===== src/rtl/if_fetch_queue.sv =====
// Instruction fetch front end: sequential PC generation, one-cycle-latency
// memory interface and a 2-entry {instr, pc} queue feeding decode.
module if_fetch_queue #(
    parameter logic [31:0] RESET_PC = 32'h0000_0000
) (
    input  logic        clk,
    input  logic        rst_n,
    output logic        imem_req,
    output logic [31:0] imem_addr,
    input  logic [31:0] imem_rdata,
    input  logic        redirect,
    input  logic [31:0] redirect_pc,
    output logic        if_valid,
    input  logic        if_ready,
    output logic [31:0] if_instr,
    output logic [31:0] if_pc,
    output logic [31:0] if_pc4
);

    typedef struct packed {
        logic [31:0] instr;
        logic [31:0] pc;
    } entry_t;

    entry_t      fifo [2];
    logic [1:0]  count;
    logic        head;
    logic        tail;
    logic [31:0] fetch_pc;
    logic [31:0] tag_pc;
    logic        inflight;
    logic        discard;
    logic        pop;
    logic        push;
    logic [2:0]  occupancy;

    assign if_valid  = (count != 2'd0);
    assign pop       = if_valid & if_ready;
    assign push      = inflight & ~discard;
    assign tail      = head ^ count[0];
    assign imem_addr = fetch_pc;

    // Slots already committed (queued or in flight) after this cycle's pop;
    // requesting only below 2 is what keeps the queue from overflowing.
    assign occupancy = {1'b0, count} + {2'b00, inflight} - {2'b00, pop};
    assign imem_req  = rst_n & ~redirect & (occupancy < 3'd2);

    assign if_instr = if_valid ? fifo[head].instr : '0;
    assign if_pc    = if_valid ? fifo[head].pc : '0;
    assign if_pc4   = if_valid ? (fifo[head].pc + 32'd4) : '0;

    always_ff @(posedge clk or negedge rst_n) begin
        if (!rst_n) begin
            fetch_pc <= RESET_PC;
            tag_pc   <= '0;
            count    <= 2'd0;
            head     <= 1'b0;
            inflight <= 1'b0;
            discard  <= 1'b0;
        end else if (redirect) begin
            // The response arriving on this edge belongs to the old stream.
            fetch_pc <= redirect_pc & 32'hFFFF_FFFC;
            count    <= 2'd0;
            head     <= 1'b0;
            inflight <= 1'b0;
            discard  <= inflight;
        end else begin
            discard  <= 1'b0;
            count    <= count + {1'b0, push} - {1'b0, pop};
            inflight <= imem_req;
            if (pop) begin
                head <= ~head;
            end
            if (imem_req) begin
                tag_pc   <= fetch_pc;
                fetch_pc <= fetch_pc + 32'd4;
            end
        end
    end

    always_ff @(posedge clk) begin
        if (push && !redirect) begin
            fifo[tail] <= '{instr: imem_rdata, pc: tag_pc};
        end
    end

endmodule


===== config.mk =====
export PLATFORM = sky130hd
export DESIGN_NAME = if_fetch_queue
export DESIGN_NICKNAME = d
export VERILOG_FILES = /design/src/rtl/if_fetch_queue.sv
export SDC_FILE = /design/constraint.sdc
export NUM_CORES = 1
export LEC_CHECK = 0
export ABC_AREA = 1
export BUFFER_PORTS_ARGS = -buffer_cell sky130_fd_sc_hd__buf_4
export CAP_MARGIN = 15
export CELL_PAD_IN_SITES_DETAIL_PLACEMENT = 1
export CELL_PAD_IN_SITES_GLOBAL_PLACEMENT = 1
export CORE_AREA = 2 2 150 152
export DETAILED_ROUTE_END_ITERATION = 10
export DIE_AREA = 0 0 152 154
export HOLD_SLACK_MARGIN = 0.05
export PLACE_DENSITY = 0.81
export SLEW_MARGIN = 20
export SYNTH_ARGS = -nofsm -noshare
export SYNTH_HDL_FRONTEND = slang
export SYNTH_SLANG_ARGS = --single-unit

===== constraint.sdc =====
create_clock -name clk -period 9.48 [get_ports clk]
set_input_delay 1.422 -clock clk [delete_from_list [all_inputs] [get_ports clk]]
set_output_delay 1.422 -clock clk [all_outputs]
set_load 0.005 [all_outputs]

Yosys cells after proc, flatten, opt, wreduce, memory -nomap -nowiden
Memories as Yosys holds them, arrays and structs flattened.
Cells that the tools add are included.
Operators by class
  bitwise operators: 8
  add/sub/neg operators: 6
  magnitude comparators: 1
  reduce and logical (&&, ||, !) cells: 6
  multiplexer cells: 12
Operators with widths (count)
  32-bit 2-to-1 mux: 5
  32-bit by 3-bit adder with 32-bit output (second input constant): 2
  1-bit 2-to-1 mux: 6
  2-bit nonzero test: 3
  1-bit AND: 4
  2-bit by 1-bit adder with 3-bit output: 1
  3-bit by 2-bit < comparator with 1-bit output (second input constant): 1
  1-bit NOT: 3
  3-bit by 1-bit subtractor with 3-bit output: 1
  2-bit by 1-bit adder with 2-bit output: 1
  2-bit 2-to-1 mux: 1
  2-bit AND reduction: 1
  2-bit by 1-bit subtractor with 2-bit output: 1
  1-bit logical AND: 1
  1-bit logical NOT: 1
  1-bit XOR: 1
Storage, ports and cells
  bits in writable memories: 128
  output and inout port bits: 130
  word-level logic and storage cells: 40
  memories kept: 1
  input bits: 68
  register bits: 69
Memories
  fifo: depth 2, bits a word 64, rd ports 1, clocked after memory_dff 0, wr ports 1, RTL line 25  | entry_t fifo [2];

Logic depth before layout (Yosys ltp)
  depth after elaboration: 7
  gate-level depth with buffers: 17
  mapped depth without buffers: 16

Worst setup path after synthesis
No wires, ideal clock.
  path kind: input-to-reg
  from: input redirect
  to: memory fifo[0][10] (netlist name) (enable)
  data arrival time: 4.387 ns
  cell stages on the path: 4
  buffers on the path: 1
  setup time: 0.483 ns
  data required time: 8.997 ns
  slack: 4.610 ns
  cells stage by stage: buf_2 -> inv_1 -> nand3_1 -> nor2_1
On the way
  word-level cells in the longest chain between the ends: 4
Ends and longest elaborated chain
  start, declared: RTL line 11  | input logic redirect,
  1-bit logical NOT: RTL line 82  | if (push && !redirect) begin
  1-bit logical AND: RTL line 82
  1-bit 2-to-1 mux: RTL line 82
  1-bit 2-to-1 mux (implied by the code): RTL line 83  | fifo[tail] <= '{instr: imem_rdata, pc: tag_pc};
  end, declared: RTL line 25
Every way passes these cells.

Worst setup path in the final report
  from: register count[1]
  to: output imem_req
On the way
  word-level cells in the longest chain between the ends: 5
  elaborated cells on any way between the ends: 6
  classes of those cells: add/sub: 2; order compare: 1; bitwise: 2; reduce/logical: 1
Ends and longest elaborated chain
  start, declared: RTL line 26  | logic [1:0] count;
  start signal, assigned: RTL line 69  | count <= count + {1'b0, push} - {1'b0, pop};
  branches (longest 2 deep; another with 2-bit by 1-bit adder with 3-bit output)
  3-bit by 1-bit subtractor with 3-bit output (*): RTL line 45  | assign occupancy = {1'b0, count} + {2'b00, inflight} - {2'b00, pop};
  3-bit by 2-bit < comparator with 1-bit output (*): RTL line 46  | assign imem_req = rst_n & ~redirect & (occupancy < 3'd2);
  1-bit AND (*): RTL line 46
  end, declared: RTL line 8  | output logic imem_req,
Mark *: on every way between the ends.

==> impl_metrics.ini <==
[timing]
tightest_slew_ns = 0.871
relSlewSlack_pct = 41.9
setup_tns_ns = 0
maxSlewViolCount = 0
min_period_ns = 6.23
skew_ns = 0.0171
rsz0062_at_grt = no
hold_viol = 0
max_freq_ghz = 0.161
finalCritPeriodShare_pct = 65.7
setup_violations = 0

[global_routing]
met1_usage_pct = 29.9
grt.busiest_layer = met2
grt_antenna_before_repair = 0
grt_overflow = 0
grt_pass1_vias = 8264
grt_pass1_wl_um = 42200
use_met2_pct = 38.3
gr-usage-met3_pct = 3.78
grt_max_degree = 75
track_usage_pct = 22.5

[outcome]
status = finished, final reports clean

[critical_path]
crit_path_start_kind = flip-flop
required_ns = 8.06
max_stage_delay_ns = 0.61
critPathKind = reg -> out
cp.arrival_ns = 4.81
critical-path-top-delay-family = buffers and inverters
crit_start = count[1]
cp-end-kind = primary output
critPathSlowestCell = buf_4
reg2reg_from = count[1]
crit_buf_inv = 6
cpMostUsedCell = buf_4
path_cells = nor2_4, buf_4, inv_1, nand2_1, nor2_1, o21ai_0, fa_1, nand2_1, nor2_1, nand2_1, buf_4, clkinv_1, buf_4, buf_4
crit_fanout = 74

[placed_design]
portBuffers = 189
dpl.cell_count = 1528
routabilityCongestion = 0.817
hpwlAfterDp_um = 18800

[layout]
n_antenna_cell = 0
fin_cells = 1560
drive_above_1_share_pct = 21.8
layout.nets = 1340
syn2layout_area_growth_pct = 22.9

[floorplanning]
die_area_sq_um = 23400
coreArea_sq_um = 21700
start_util_pct = 43.7
ios = 198
die_y_um = 154
rows = 54
fp.dieW_um = 152

[yosys]
syn_inst = 1094
synth_flop_cell = edfxtp_1
synth_top_area_share_pct = 39.3
synthTopCellsByCount = nand2_1, edfxtp_1, inv_1
async_flop_share_pct = 34.4
synth.most_common_cell = nand2_1
synth_edf_count = 124
yosys.area.top_type = edfxtp_1
synth-seq-area-share_pct = 56.4
syn_avg_cell_area_sq_um = 8.67
synth_area_sq_um = 9480
netlist_top_cells_area = edfxtp_1, dfrtp_1, nand2_1, inv_1, nor2_1
yosysWarnings = 0
ys_seq_elements = 189
synthDistinctLibCells = 45

[detailed_routing]
antenna_left = 0
drt_iter0_markers = 395
viasPerCell = 5.13
wl_um = 26500
wire_per_inst_um = 17.0
drtPass1Iterations = 4
drc_errors = 0
vias = 8005

[job]
drv_cap = 0

[clock_network]
holdBufCountCts = 0
clock_latency_ns = 0.44
cts_tree = done
numCtsBuffers = 17
post-cts-setup-buffer-count = 0
postCtsResizedCells = 0
clk_path_buf_depth = 2
htree_num_levels = 4
clk_pin_slew_worst_paths_ns = 0.07
cts_root_buf = clkbuf_16
cts_sinks = 189

[hold_path]
hold_path.class = reg -> reg
min_from = tag_pc[11]

[power]
p_leak_nw = 5.29
powerDensity_nw_per_um2 = 274
peakVddDrop_mv = 0.162
cell type report:
class | instances | area [sq um]
well taps | 280 | 350
fillers | 2573 | 10000
clock buffers | 21 | 483
multi-input cells | 737 | 3400
clock inverters | 11 | 121
flip-flops and latches | 189 | 5350
repair buffers | 197 | 1480
inverters | 125 | 472
layer usage:
layer | vias to the layer above | share of wire [%] | wire length [um]
met4 | 0 | 1.8 | 469
met2 | 192 | 49 | 13000
met5 | - | 0 | 0
met3 | 34 | 4.0 | 1050
met1 | 3902 | 45 | 12000
li1 | 3877 | - | -
worst register-to-register path, cell delays in order (launching register included):
cell      delay (ns)
dfrtp_1         0.47
nor2_4          0.11
buf_4           0.61
inv_1           0.63
nand2_1         0.35
nor2_1          0.12
o21ai_0         0.27
fa_1            0.47
nand2_1         0.09
nor2_1          0.04
nand2_1         0.09
buf_4           0.47
clkinv_1        0.16
buf_4           0.29
nand2_1         0.15
a31oi_1         0.06
nor2_1          0.13
nand2_1         0.07
logic make-up after synthesis:
logic type / share of synthesized area, %
and+or+nand+nor: 25.8
DFF: 56.4
buffers and inverters: 8.17
AOI/OAI and AO/OA: 7.71
xor gates and xnor gates: 1.11
adders and majority gates: 0.739
other: 0.0395
per-stage QoR:
stage | hold slack, ns | worst slack (ns) | util, % | instance area [sq um] | power [W]
6_report | 0.477 | 3.25 | 53.7 | 11700 | 0.00319
3_5_place_dp | 0.460 | 3.71 | 51.0 | 11100 | 0.00249
5_1_grt | 0.496 | 2.83 | 53.7 | 11700 | 0.00340
4_1_cts | 0.479 | 3.20 | 53.7 | 11700 | 0.00322
2_1_floorplan | 0.442 | 4.61 | - | 9500 | 0.00191
3_3_place_gp | 0.449 | 3.89 | 51.0 | 11100 | 0.00243
path summary, 6_finish.rpt:
kind                                 end  slack [ns]  depth (start not counted)
setup / recovery                imem_req        3.25                         14
hold / removal               fifo[1][11]        0.48                          0
setup reg to reg           imem_addr[16]        4.80                         17
hold reg to reg              fifo[1][11]        0.48                          0
max in group asynchronous           head        7.69                          2
min in group asynchronous  imem_addr[29]        0.89                          1
sequential cells by signal (all words and copies together), names as in the netlist:
name / cells
head: 1
count: 2
imem_addr: 30
discard: 1
tag_pc: 30
inflight: 1
fifo: 124
layout by cell type, fill, tap and decap left out, types with 6 or more instances in the layout:
cell / netlist / layout
dfrtp_1: 65 / 64
nor2_4: 4 / 7
edfxtp_1: 124 / 124
nand3_1: 58 / 58
a21oi_1: 48 / 48
conb_1: 1 / 6
inv_1: 122 / 122
nand2_2: 21 / 21
xor2_1: 8 / 8
nand2_1: 341 / 341
o21ai_1: 6 / 6
nand4_1: 11 / 11
o21ai_0: 50 / 50
nor3_1: 10 / 10
clkbuf_16: 0 / 19
buf_4: 6 / 197
nor2_1: 116 / 113
nor2_2: 15 / 15
o211ai_1: 9 / 9
report_power, final:
part	switching [W]	internal (W)	leakage [nW]	total [W]
Clock	0.000322	0.000401	0.293	0.000723
Combinational	0.000756	0.000483	3.07	0.00124
Sequential	0.000151	0.00108	1.92	0.00123
Note: power is estimated with default switching activity, not from simulation.
